## src/rtl/bs_pkg.sv

```systemverilog
// Shared types and constants for the bitstream loader and the bitstream agent interface.
package bs_pkg;

    typedef enum logic [2:0] {
        IDLE,
        LOAD,
        SETUP,
        WRITE,
        DONE,
        ERR
    } bs_loader_state_t;

    localparam int BS_CNT_WIDTH  = 16;
    localparam int BS_ADDR_WIDTH = 10;
    localparam int BS_GPIO_WIDTH = 8;

endpackage

```

## src/rtl/bs_loader_timeout.sv

```systemverilog
// Idle-cycle watchdog for the loader: counts enabled cycles and flags the cycle that reaches TIMEOUT.
module bs_loader_timeout
    import bs_pkg::*;
#(
    parameter int TIMEOUT = 255
) (
    input  logic clk,
    input  logic rst,
    input  logic clear,
    input  logic enable,
    output logic expired
);

    localparam logic [BS_CNT_WIDTH-1:0] LP_LAST = BS_CNT_WIDTH'(TIMEOUT - 1);

    logic [BS_CNT_WIDTH-1:0] r_cnt;

    always_ff @(posedge clk) begin
        if (rst || clear) begin
            r_cnt <= '0;
        end else if (enable && (r_cnt != '1)) begin
            r_cnt <= r_cnt + BS_CNT_WIDTH'(1);
        end
    end

    // Fires in the idle cycle whose increment brings the count up to TIMEOUT.
    assign expired = enable && (r_cnt == LP_LAST);

endmodule

```

## src/rtl/bs_loader.sv

```systemverilog
// Serial configuration-bit loader: one bit per LOAD/SETUP/WRITE round, with idle timeout.
// Optional feature: define BS_LOADER_CHECKSUM_EN to add a count-of-ones check at end of load.
module bs_loader
    import bs_pkg::*;
#(
    parameter int ADDR_WIDTH = BS_ADDR_WIDTH,
    parameter int NUM_BITS   = 1024,
    parameter int TIMEOUT    = 255
) (
    input  logic                    clk,
    input  logic                    rst,
    input  logic                    start,
    input  logic                    in_valid,
    input  logic [ADDR_WIDTH:0]     in_addr,
    input  logic                    in_bit,
    output logic                    in_ready,
    output logic [ADDR_WIDTH:0]     address,
    output logic                    data_in,
    output logic                    cfg_we,
    output logic                    busy,
    output logic                    done,
    output logic                    err,
`ifdef BS_LOADER_CHECKSUM_EN
    input  logic [BS_CNT_WIDTH-1:0] chk_expected,
    output logic                    chk_ok,
`endif
    output logic [BS_CNT_WIDTH-1:0] bit_cnt
);

    localparam logic [BS_CNT_WIDTH-1:0] LP_NUM_BITS = BS_CNT_WIDTH'(NUM_BITS);

    bs_loader_state_t        r_state;
    logic [ADDR_WIDTH:0]     r_address;
    logic                    r_data_in;
    logic                    r_cfg_we;
    logic                    r_in_ready;
    logic                    r_busy;
    logic                    r_done;
    logic                    r_err;
    logic [BS_CNT_WIDTH-1:0] r_bit_cnt;

    logic                    w_handshake;
    logic                    w_start_ok;
    logic                    w_to_clear;
    logic                    w_to_en;
    logic                    w_expired;
    logic [BS_CNT_WIDTH-1:0] w_bit_cnt_nxt;

`ifdef BS_LOADER_CHECKSUM_EN
    logic [BS_CNT_WIDTH-1:0] r_ones;
    logic                    r_chk_ok;
    logic [BS_CNT_WIDTH-1:0] w_ones_nxt;

    assign w_ones_nxt = r_ones + BS_CNT_WIDTH'(r_data_in);
    assign chk_ok     = r_chk_ok;
`endif

    // in_ready is high exactly in LOAD, busy exactly in LOAD/SETUP/WRITE.
    assign w_handshake   = r_in_ready && in_valid;
    assign w_start_ok    = start && !r_busy;
    assign w_bit_cnt_nxt = r_bit_cnt + BS_CNT_WIDTH'(1);
    assign w_to_clear    = w_handshake || w_start_ok;
    assign w_to_en       = (r_state == LOAD) && !w_handshake;

    bs_loader_timeout #(
        .TIMEOUT (TIMEOUT)
    ) u_timeout (
        .clk     (clk),
        .rst     (rst),
        .clear   (w_to_clear),
        .enable  (w_to_en),
        .expired (w_expired)
    );

    // NOTE: every register here is assigned with <= so all next-state terms see pre-edge values.
    always_ff @(posedge clk) begin
        if (rst) begin
            r_state    <= IDLE;
            r_address  <= '0;
            r_data_in  <= 1'b0;
            r_cfg_we   <= 1'b0;
            r_in_ready <= 1'b0;
            r_busy     <= 1'b0;
            r_done     <= 1'b0;
            r_err      <= 1'b0;
            r_bit_cnt  <= '0;
`ifdef BS_LOADER_CHECKSUM_EN
            r_ones     <= '0;
            r_chk_ok   <= 1'b0;
`endif
        end else begin
            r_cfg_we <= 1'b0;
            case (r_state)
                IDLE, DONE, ERR: begin
                    if (start) begin
                        r_state    <= LOAD;
                        r_in_ready <= 1'b1;
                        r_busy     <= 1'b1;
                        r_done     <= 1'b0;
                        r_err      <= 1'b0;
                        r_bit_cnt  <= '0;
`ifdef BS_LOADER_CHECKSUM_EN
                        r_ones     <= '0;
                        r_chk_ok   <= 1'b0;
`endif
                    end
                end
                LOAD: begin
                    if (w_handshake) begin
                        r_address  <= in_addr;
                        r_data_in  <= in_bit;
                        r_in_ready <= 1'b0;
                        r_state    <= SETUP;
                    end else if (w_expired) begin
                        r_in_ready <= 1'b0;
                        r_busy     <= 1'b0;
                        r_err      <= 1'b1;
                        r_state    <= ERR;
                    end
                end
                SETUP: begin
                    r_cfg_we <= 1'b1;
                    r_state  <= WRITE;
                end
                WRITE: begin
                    r_bit_cnt <= w_bit_cnt_nxt;
`ifdef BS_LOADER_CHECKSUM_EN
                    r_ones    <= w_ones_nxt;
`endif
                    if (w_bit_cnt_nxt == LP_NUM_BITS) begin
                        r_busy <= 1'b0;
`ifdef BS_LOADER_CHECKSUM_EN
                        if (w_ones_nxt == chk_expected) begin
                            r_chk_ok <= 1'b1;
                            r_done   <= 1'b1;
                            r_state  <= DONE;
                        end else begin
                            r_chk_ok <= 1'b0;
                            r_err    <= 1'b1;
                            r_state  <= ERR;
                        end
`else
                        r_done  <= 1'b1;
                        r_state <= DONE;
`endif
                    end else begin
                        r_in_ready <= 1'b1;
                        r_state    <= LOAD;
                    end
                end
                default: r_state <= IDLE;
            endcase
        end
    end

    assign in_ready = r_in_ready;
    assign address  = r_address;
    assign data_in  = r_data_in;
    assign cfg_we   = r_cfg_we;
    assign busy     = r_busy;
    assign done     = r_done;
    assign err      = r_err;
    assign bit_cnt  = r_bit_cnt;

endmodule

```

## config.mk

```make
export PLATFORM = sky130hd
export DESIGN_NAME = bs_loader
export DESIGN_NICKNAME = d
export VERILOG_FILES = /design/src/rtl/bs_pkg.sv /design/src/rtl/bs_loader_timeout.sv /design/src/rtl/bs_loader.sv
export SDC_FILE = /design/constraint.sdc
export NUM_CORES = 1
export LEC_CHECK = 0
export CAP_MARGIN = 10
export CORE_MARGIN = 2
export CORE_UTILIZATION = 47
export CTS_CLUSTER_SIZE = 25
export DETAILED_ROUTE_END_ITERATION = 12
export PLACE_DENSITY = 0.74
export SETUP_SLACK_MARGIN = 0.1
export SYNTH_ARGS = -nofsm -noshare
export SYNTH_HDL_FRONTEND = slang
export SYNTH_HIERARCHICAL = 1
export SYNTH_SLANG_ARGS = --single-unit
export TNS_END_PERCENT = 30
```

## constraint.sdc

```tcl
create_clock -name clk -period 2.9 [get_ports clk]
set_clock_uncertainty 0.15 [all_clocks]
set_input_delay 0.58 -clock clk [delete_from_list [all_inputs] [get_ports clk]]
set_output_delay 0.58 -clock clk [all_outputs]
set_load 0.03 [all_outputs]
```

==> out/results.ini <==
[setup_path]
arrival_ns = 2.71
worstPathCellList = clkdlybuf4s50_1 -> nand2_1 -> nor3b_4 -> nand3_1 -> nor2_1 -> nand4_1 -> nor4_2 -> a21oi_1 -> a21oi_1 -> nor2_1 -> a211oi_2 -> nand2_1 -> o22ai_1
cp.required_ns = 3.00
worstPathMaxFanout = 3
crit_start = in_valid
startpoint_type = input port
worstSetupPathType = in -> reg
r2r_cells = 8
end_kind = flop
critical_path.max_stage_delay_ns = 0.44
cpMaxStageDelayCell = clkdlybuf4s50_1
reg2reg_from = bit_cnt[0]

[synthesis]
synth_area_per_cell_um2 = 7.69
seq_area_frac_synth_pct = 38.1
syn_area_um2 = 2730
syn-num-nets = 374
synthArstFlopShare_pct = 0
synth.distinct_cells = 56
ys_ff_latch = 52
synth-main-ff-cell = dfxtp_1
syn_inst = 355
yosysWarnings = 6
synth_edf_count = 0

[timing]
final.min_clock_period_ns = 2.61
hold_viol_final = 0
slew_violations = 0
setup_violations = 0
worst_pin_slew_ns = 1.08
fmaxAchievable_mhz = 384
setup_tns_ns = 0
max-slew-margin-rel_pct = 27.5
rsz0062_at_grt = false
timing.final.crit_share_pct = 89.9

[global_route]
antenna_found_initial = 0
grt_max_degree = 38
met3_usage_pct = 4.72
met2_usage_pct = 36.3
grt_use_total_pct = 22.4
grt_pass1_wl_mm = 11.6
grt_pass1_vias = 2532
gr-total-overflow = 0
grt_util_met1_pct = 29.6
top_usage_layer = met2

[clocking]
ctsHoldBuffers = 0
cts-root-buf = clkbuf_8
clkLatencyLatePin_ns = 0.31
cts_tree = yes
cts_resized = 0
clk_pin_slew_worst_paths_ns = 0.11
postCtsSetupBuffers = 0
ctsHtreeMaxLevel = 2
numCtsBuffers = 5
cts_buffer_depth = 2
cts.sinks = 52

[place]
numPortBuffers = 48
dp_cells = 470
dp.final_hpwl_mm = 4.69
place_congestion = 0.836

[power]
max-vdd-ir-drop_v = 0.000310
power.density_nw_per_um2 = 474
leakagePower_nw = 1.17

[layout]
fin_cells = 478
num_antenna_cells = 0
fillers = 512
area_growth_pct = 25.7
final_cell_mix = 52 x dfxtp_1, 48 x clkdlybuf4s50_1, 46 x a21oi_1, 45 x nand2_1, 31 x nor2_1
layout-drive-gt1-share_pct = 9.61
nets = 424
layout_commonest_cell = dfxtp_1

[floorplan]
die_h_um = 80.2
initial_core_util_pct = 49.0
io_pins = 49
dieWidth_um = 80.2
fp.coreArea_um2 = 5570
die_area_um2 = 6430
rows = 27

[status]
outcome = completed

[hold_path]
worst_hold_startpoint = address[0]
min_path_cells = 2
worstHoldPathType = reg -> reg

[detailed_routing]
viasPerCell = 5.77
wl_per_cell_um = 14.3
drt-total-wl_mm = 6.82
firstDrtPassIters = 4
drtAntennaViolNets = 0
vias = 2758
drc_errors = 0
drt_iter0_drc = 68

[job]
max_cap_violations = 0

## synthesized netlist by cell type, drive strengths merged, types with 5 or more instances
master	number	area (um2)
nand4	14	109
or4	5	38.8
or3	13	82.6
nor3	9	50.1
and3	6	43.8
nand3	18	90.1
nor2	31	116
o21ai	23	115
clkbuf	12	45.0
nand2	45	169
a21oi	46	230
dfxtp	52	1040
nor4	10	62.6
inv	10	37.5
## cell families (layout without fill, tap and decap cells)
group | after synthesis | in the layout | share of synthesized area [%]
simple gates | 169 | 169 | 32.8
compound gates | 97 | 97 | 21.0
flops | 52 | 52 | 38.1
buf+inv | 26 | 77 | 3.94
xor+xnor | 4 | 4 | 1.28
mux | 4 | 4 | 1.47
fa+ha+maj | 3 | 3 | 1.38
## metal layers
| metal | share of wire, % | routed length, um |
|---|---|---|
| met5 | 0 | 0 |
| met4 | 0.65 | 44 |
| met3 | 4.2 | 283 |
| met2 | 47 | 3180 |
| met1 | 48 | 3310 |
## per-stage QoR
stage	hold WS (ns)	utilization, %	cell area (um2)	worst slack (ns)	power [W]
after floorplan	0.313	-	2750	0.202	0.00105
after global placement	0.291	59.8	3330	0.0154	0.00119
after detailed placement	0.297	59.8	3330	-0.0749	0.00119
after CTS	0.311	61.5	3430	0.235	0.00163
after global routing	0.322	61.5	3430	0.0937	0.00171
final	0.309	61.5	3430	0.292	0.00163
## layout make-up
class                      count  area (um2)  share of cell area, %
multi-input combinational    277        1600                   46.8
tap                           72        90.1                   2.63
timing repair buffer          59         563                   16.4
clock inverter                 3        26.3                  0.766
inverter                      10        37.5                   1.09
clock buffer                   5        68.8                   2.01
sequential                    52        1040                   30.3
## flip-flops by register name (all words and copies together), names as in the netlist
register         count
err                  1
in_ready             1
r_state              3
bit_cnt             16
address             11
busy                 1
u_timeout/r_cnt     16
data_in              1
done                 1
cfg_we               1
## power breakdown
| part | switching (W) | internal, W |
|---|---|---|
| Sequential | 0.0000409 | 0.000752 |
| Clock | 0.000263 | 0.000177 |
| Combinational | 0.000237 | 0.000158 |
## final timing paths
check / end / slack [ns]
setup / recovery: r_state[0] / 0.29
hold reg to reg: address[0] / 0.31
hold / removal: address[0] / 0.31
setup reg to reg: busy / 0.36
## critical path: cells and delay by family
family,cells,cell delay (ns)
AND/OR/NAND/NOR,8,1.03
AO/OA/AOI/OAI,4,0.64
buffers and inverters,1,0.44
No activity file was read; power rests on OpenSTA's default activity.
